--- config.mk ---
export PLATFORM = sky130hd
export DESIGN_NAME = upload_packer
export DESIGN_NICKNAME = d
export VERILOG_FILES = /design/src/rtl/upload_packer_pkg.sv /design/src/rtl/upload_payload_ram.sv /design/src/rtl/upload_packer.sv
export SDC_FILE = /design/constraint.sdc
export NUM_CORES = 2
export LEC_CHECK = 0
export ABC_CLOCK_PERIOD_IN_PS = 9180
export CAP_MARGIN = 20
export CORE_MARGIN = 2
export CORE_UTILIZATION = 40
export DETAILED_ROUTE_END_ITERATION = 12
export GPL_TIMING_DRIVEN = 1
export PLACE_DENSITY = 0.55
export SLEW_MARGIN = 30
export SYNTH_ARGS = -nofsm -noshare
export SYNTH_HDL_FRONTEND = slang
export SYNTH_SLANG_ARGS = --single-unit
export TNS_END_PERCENT = 10
--- constraint.sdc ---
create_clock -name clk -period 9.18 [get_ports clk]
set_clock_uncertainty 0.05 [all_clocks]
set_input_delay 0.918 -clock clk [delete_from_list [all_inputs] [get_ports clk]]
set_output_delay 0.918 -clock clk [all_outputs]
set_load 0.02 [all_outputs]
--- src/rtl/upload_packer_pkg.sv ---
// Shared framing constants, handler source codes and the packer state encoding.
// UPLOAD_CHECKSUM_EN adds the S_CSUM trailer state.
package upload_packer_pkg;

  localparam logic [7:0] FRAME_SYNC0 = 8'hAA;
  localparam logic [7:0] FRAME_SYNC1 = 8'h44;

  localparam logic [7:0] CMD_I2C_CONFIG = 8'h04;
  localparam logic [7:0] CMD_I2C_WRITE  = 8'h05;
  localparam logic [7:0] CMD_I2C_READ   = 8'h06;

  localparam int unsigned HDR_LEN = 5;

  typedef enum logic [2:0] {
    S_IDLE,
    S_COLLECT,
    S_HDR,
    S_PAYLOAD
`ifdef UPLOAD_CHECKSUM_EN
    ,
    S_CSUM
`endif
  } state_e;

  // Header byte at position idx of: sync0, sync1, src, len_hi, len_lo.
  function automatic logic [7:0] hdr_byte(input logic [2:0]  idx,
                                          input logic [7:0]  src,
                                          input logic [15:0] len);
    case (idx)
      3'd0:    return FRAME_SYNC0;
      3'd1:    return FRAME_SYNC1;
      3'd2:    return src;
      3'd3:    return len[15:8];
      default: return len[7:0];
    endcase
  endfunction

endpackage

--- src/rtl/upload_payload_ram.sv ---
// Simple dual-port payload buffer: one write port, one registered read port.
// Contents are not reset; only bytes below the live count are ever read out.
module upload_payload_ram
  import upload_packer_pkg::*;
#(
  parameter int unsigned AW    = 8,
  parameter int unsigned DEPTH = 256
) (
  input  logic          clk,
  input  logic          we_i,
  input  logic [AW-1:0] waddr_i,
  input  logic [7:0]    wdata_i,
  input  logic [AW-1:0] raddr_i,
  output logic [7:0]    rdata_o
);

  logic [7:0] mem [DEPTH];

  always_ff @(posedge clk) begin
    if (we_i) begin
      mem[waddr_i] <= wdata_i;
    end
    rdata_o <= mem[raddr_i];
  end

endmodule

--- src/rtl/upload_packer.sv ---
// Buffers the handler upload byte stream and emits framed packets
// (AA 44 src len_hi len_lo payload [csum]); UPLOAD_CHECKSUM_EN enables the csum trailer.
module upload_packer
  import upload_packer_pkg::*;
#(
  parameter int unsigned MAX_PAYLOAD   = 256,
  parameter int unsigned FLUSH_TIMEOUT = 1024
) (
  input  logic       clk,
  input  logic       rst,
  input  logic       upload_req,
  input  logic       upload_valid,
  input  logic [7:0] upload_data,
  input  logic [7:0] upload_source,
  output logic       upload_ready,
  output logic [7:0] tx_data,
  output logic       tx_valid,
  input  logic       tx_ready
);

  localparam int unsigned AW    = (MAX_PAYLOAD > 1) ? $clog2(MAX_PAYLOAD) : 1;
  localparam int unsigned DEPTH = 2 ** AW;
  localparam int unsigned IW    = $clog2(FLUSH_TIMEOUT + 1);
  localparam logic [15:0]   MAX_CNT = 16'(MAX_PAYLOAD);
  localparam logic [IW-1:0] TMO_CNT = IW'(FLUSH_TIMEOUT);

  state_e         state_q, state_d;
  logic [7:0]     src_q, src_d;
  logic [15:0]    count_q, count_d;
  logic [15:0]    idx_q, idx_d;
  logic [IW-1:0]  idle_q, idle_d;
  logic           carry_v_q, carry_v_d;
  logic [7:0]     carry_data_q, carry_data_d;
  logic [7:0]     carry_src_q, carry_src_d;
  logic           ready_q, ready_d;
`ifdef UPLOAD_CHECKSUM_EN
  logic [7:0]     psum_q, psum_d;
`endif

  logic           accept;
  logic           frame_done;
  logic           ram_we;
  logic [AW-1:0]  ram_waddr;
  logic [7:0]     ram_wdata;
  logic [AW-1:0]  ram_raddr;
  logic [7:0]     ram_rdata;

  // upload_req carries no framing meaning here.
  logic unused_req;
  assign unused_req = upload_req;

  assign accept       = upload_valid && ready_q;
  assign upload_ready = ready_q;

  upload_payload_ram #(
    .AW   (AW),
    .DEPTH(DEPTH)
  ) u_ram (
    .clk    (clk),
    .we_i   (ram_we),
    .waddr_i(ram_waddr),
    .wdata_i(ram_wdata),
    .raddr_i(ram_raddr),
    .rdata_o(ram_rdata)
  );

  always_comb begin
    state_d      = state_q;
    src_d        = src_q;
    count_d      = count_q;
    idx_d        = idx_q;
    idle_d       = idle_q;
    carry_v_d    = carry_v_q;
    carry_data_d = carry_data_q;
    carry_src_d  = carry_src_q;
`ifdef UPLOAD_CHECKSUM_EN
    psum_d       = psum_q;
`endif
    frame_done   = 1'b0;
    ram_we       = 1'b0;
    ram_waddr    = '0;
    ram_wdata    = upload_data;
    ram_raddr    = '0;
    tx_valid     = 1'b0;
    tx_data      = '0;

    unique case (state_q)
      S_IDLE: begin
        if (accept) begin
          ram_we  = 1'b1;
          src_d   = upload_source;
          count_d = 16'd1;
          idle_d  = '0;
`ifdef UPLOAD_CHECKSUM_EN
          psum_d  = upload_data;
`endif
          state_d = S_COLLECT;
        end
      end

      S_COLLECT: begin
        if (accept && (upload_source != src_q)) begin
          carry_v_d    = 1'b1;
          carry_data_d = upload_data;
          carry_src_d  = upload_source;
          idx_d        = '0;
          state_d      = S_HDR;
        end else if (accept) begin
          ram_we    = 1'b1;
          ram_waddr = AW'(count_q);
          count_d   = count_q + 16'd1;
          idle_d    = '0;
`ifdef UPLOAD_CHECKSUM_EN
          psum_d    = psum_q + upload_data;
`endif
        end else if ((idle_q == TMO_CNT) || (count_q == MAX_CNT)) begin
          idx_d   = '0;
          state_d = S_HDR;
        end else begin
          idle_d = idle_q + 1'b1;
        end
      end

      S_HDR: begin
        tx_valid = 1'b1;
        tx_data  = hdr_byte(idx_q[2:0], src_q, count_q);
        if (tx_ready) begin
          if (idx_q == 16'(HDR_LEN - 1)) begin
            idx_d   = '0;
            state_d = S_PAYLOAD;
          end else begin
            idx_d = idx_q + 16'd1;
          end
        end
      end

      S_PAYLOAD: begin
        // Read address runs one byte ahead on advance so rdata is ready the next cycle.
        tx_valid  = 1'b1;
        tx_data   = ram_rdata;
        ram_raddr = AW'(idx_q);
        if (tx_ready) begin
          ram_raddr = AW'(idx_q + 16'd1);
          if (idx_q == (count_q - 16'd1)) begin
`ifdef UPLOAD_CHECKSUM_EN
            state_d = S_CSUM;
`else
            frame_done = 1'b1;
`endif
          end else begin
            idx_d = idx_q + 16'd1;
          end
        end
      end

`ifdef UPLOAD_CHECKSUM_EN
      S_CSUM: begin
        tx_valid = 1'b1;
        tx_data  = src_q + count_q[15:8] + count_q[7:0] + psum_q;
        if (tx_ready) begin
          frame_done = 1'b1;
        end
      end
`endif

      default: state_d = S_IDLE;
    endcase

    // A held carry byte opens the next packet directly as buf[0].
    if (frame_done) begin
      if (carry_v_q) begin
        ram_we    = 1'b1;
        ram_waddr = '0;
        ram_wdata = carry_data_q;
        src_d     = carry_src_q;
        count_d   = 16'd1;
        idle_d    = '0;
        carry_v_d = 1'b0;
`ifdef UPLOAD_CHECKSUM_EN
        psum_d    = carry_data_q;
`endif
        state_d   = S_COLLECT;
      end else begin
        count_d = '0;
        state_d = S_IDLE;
      end
    end

    ready_d = (state_d == S_IDLE) || ((state_d == S_COLLECT) && (count_d < MAX_CNT));
  end

  always_ff @(posedge clk or posedge rst) begin
    if (rst) begin
      state_q      <= S_IDLE;
      src_q        <= '0;
      count_q      <= '0;
      idx_q        <= '0;
      idle_q       <= '0;
      carry_v_q    <= 1'b0;
      carry_data_q <= '0;
      carry_src_q  <= '0;
      ready_q      <= 1'b0;
`ifdef UPLOAD_CHECKSUM_EN
      psum_q       <= '0;
`endif
    end else begin
      state_q      <= state_d;
      src_q        <= src_d;
      count_q      <= count_d;
      idx_q        <= idx_d;
      idle_q       <= idle_d;
      carry_v_q    <= carry_v_d;
      carry_data_q <= carry_data_d;
      carry_src_q  <= carry_src_d;
      ready_q      <= ready_d;
`ifdef UPLOAD_CHECKSUM_EN
      psum_q       <= psum_d;
`endif
    end
  end

endmodule

==> out/results.ini <==
[sta]
relSlewSlack_pct=26.54
rsz0062_at_grt=no
tns_ps=0
setup_viol=0
fin_crit_ps=5924
finalCritPeriodShare_pct=64.53
hold_violations=0
fin_ws_ps=3256
report.final.slew_viol_count=0
tightest_slew_ps=1100
max_freq_mhz=168.8

[worst_setup_path]
worstSetupPathType=reg -> reg
max_stage_delay_ps=910
crit_top_cell=buf_4
r2r_setup_slack_ps=3260
slowest_stage=a211oi_1
endpoint_kind=register
r2r_cells=13
cp_max_fo=47
required_ps=9940
cp_cell_sequence=inv_1 > ha_1 > buf_4 > and2_1 > nor3_4 > buf_4 > buf_4 > nand2_1 > a21oi_1 > o41ai_1 > a211oi_1 > nor3_1 > nor3_1
reg2reg_to=u_ram.rdata_o[6]
crit_family=simple AND/OR/NAND/NOR gates
rr_startpoint=idx_q[2]
crit_buf_inv=4
start_kind=register
startpoint=idx_q[2]
arrival_ps=6680

[global_route]
grt_pass1_vias=54010
antenna_found_initial=13
overflow=0
grt_usage_pct=25.71
grt_max_degree=181
grt_pass1_wl_mm=409.1

[placed_design]
dp.cells=8899
place_ws_ps=3016
port-buffer-count=29
place_hpwl_mm=168.2
finalWeightedCongestion=0.8587

[floorplan]
die_w_um=469.7
ioPinCount=31
die-area_um2=220700
start_util_pct=40.35
die_h_um=469.7
core_area_um2=215000
num_rows=170

[power]
vdd_drop_max_uv=173.1
power.density_nw_per_um2=212.8
total_leakage_power_nw=31.24

[clock_network]
clk_latency_ps=890
cts_resized=0
cts-root-buf=clkbuf_16
numCtsBuffers=219
postCtsSetupBuffers=0
clockBufferDepth=3
clkTransAtPathRegs_ps=60
tritoncts=yes
cts_hold_buf=0
htreeDepth=4
clock_sinks=2128

[hold_path]
hold_end=carry_data_q[7]
hold_start=carry_data_q[7]
hold_class=reg -> reg
min_path_cells=1

[logic_synthesis]
synth_edf_count=2048
synth_common_cells=edfxtp_1 (2,048), nand2_1 (940), nor2_1 (421)
synth_top_area_cell=edfxtp_1
netlist.area_leader.share_pct=70.88
ys_dominant_reg_cell=edfxtp_1
synth-async-reset-ratio_pct=3.383
syn_area_per_cell_um2=13.78
yosys_register_bits=2128
synth_cell_types=90
synth.cell_area_um2=86770
syn_inst=6297
yosysWarnings=0
yosys-top-cells-area=edfxtp_1 (71%), nand2_1 (4.1%), mux2i_1 (3.1%)
synth_nets=6327
yosysSeqAreaShare_pct=73.14
synth.most_common_cell=edfxtp_1

[drt]
wl_mm=290.5
firstDrtPassIters=6
drt_iter0_drc=7658
ant_nets=0
routed_via_density=6.122
drc=0
avgRoutedWirePerCell_um=31.18
via_count=57050

[cells_and_area]
drive_above_1_share_pct=10.62
final_cells=9319
syn2layout_area_growth_pct=13.33
nets=6316
fillers=18920

[outcome]
outcome=finished clean

[job]
max_cap_viol_count=0

cells by family (layout without fill, tap and decap cells):
logic type | Yosys count | count (layout) | share of synthesized area [%]
multiplexers | 328 | 328 | 4.365
flip-flops | 2128 | 2128 | 73.14
adder cells (fa/ha/maj) | 9 | 9 | 0.1298
XOR/XNOR | 40 | 40 | 0.4038
buffers and inverters | 484 | 663 | 2.301
other | 1 | 6 | 0.004322
AO/OA/AOI/OAI | 1281 | 1281 | 9.481
AND/OR/NAND/NOR | 2026 | 2026 | 10.17
area by class of cell:
type	instances	area (um^2)	share of cell area, %
repair buffers	232	2251	2.289
clock buffers	284	5774	5.872
inverters	20	75.07	0.07635
well taps	2838	3551	3.611
flip-flops and latches	2128	63460	64.54
diodes	5	12.51	0.01272
multi-input cells	3685	21860	22.23
clock inverters	127	1341	1.364
report_power, final:
part	switching, mW	total (mW)	internal, mW	leakage [nW]
clock network	3.86	8.89	5.04	3.45
logic	0.881	1.24	0.356	8.38
registers	0.0777	10.8	10.7	19.4
worst reg2reg max path: stages (launching register included):
cell      delay [ps]
dfrtp_1          760
inv_1            220
ha_1             340
buf_4            220
and2_1           230
nor3_4           350
buf_4            480
buf_4            660
nand2_1          660
a21oi_1          320
o41ai_1          230
a211oi_1         910
nor3_1           180
nor3_1           240
sequential cells by signal (all words and copies together) (netlist names), 8 cells and up:
name           count
count_q           16
src_q              8
idx_q             16
u_ram.mem       2048
carry_src_q        8
idle_q            11
carry_data_q       8
u_ram.rdata_o      8
routing by layer:
metal	global-route usage, %	vias to the layer above	share of wire (%)
met1	35.50	29210	40
met2	39.09	3040	45
met4	11.46	8	4.7
met5	0.1514	-	0.029
li1	-	24190	-
met3	5.494	601	9.4
how the worst max path moves through the flow:
stage,slack [ps],to,cells after the start
floorplan,2410,u_ram.mem[0][0],14
global placement,3060,u_ram.rdata_o[4],11
detailed placement,3020,u_ram.rdata_o[4],11
CTS,3390,u_ram.mem[127][6],13
global route,3220,u_ram.rdata_o[6],13
finish,3260,u_ram.rdata_o[6],13
layout by cell type (no fill, tap or decap), types with 55 or more instances in the layout:
cell	count
nand3_1	295
mux2i_1	265
edfxtp_1	2048
clkbuf_1	60
dfrtp_1	72
buf_4	167
a221oi_1	55
clkbuf_16	219
o22ai_1	162
nor3_1	144
nor2_1	400
a31oi_1	89
nand2_1	923
a21oi_1	320
o21ai_0	278
o221ai_1	84
metrics by stage:
step	area, um^2	hold WS [ps]	util [%]	power, mW
5_1_grt	98320	463.0	45.72	21.45
6_report	98330	455.2	45.73	20.92
2_1_floorplan	86770	430.6	-	11.77
4_1_cts	98150	458.8	45.64	20.99
3_3_place_gp	90900	439.5	42.27	12.19
3_5_place_dp	91040	445.5	42.33	12.21
No activity file was read; power rests on OpenSTA's default activity.
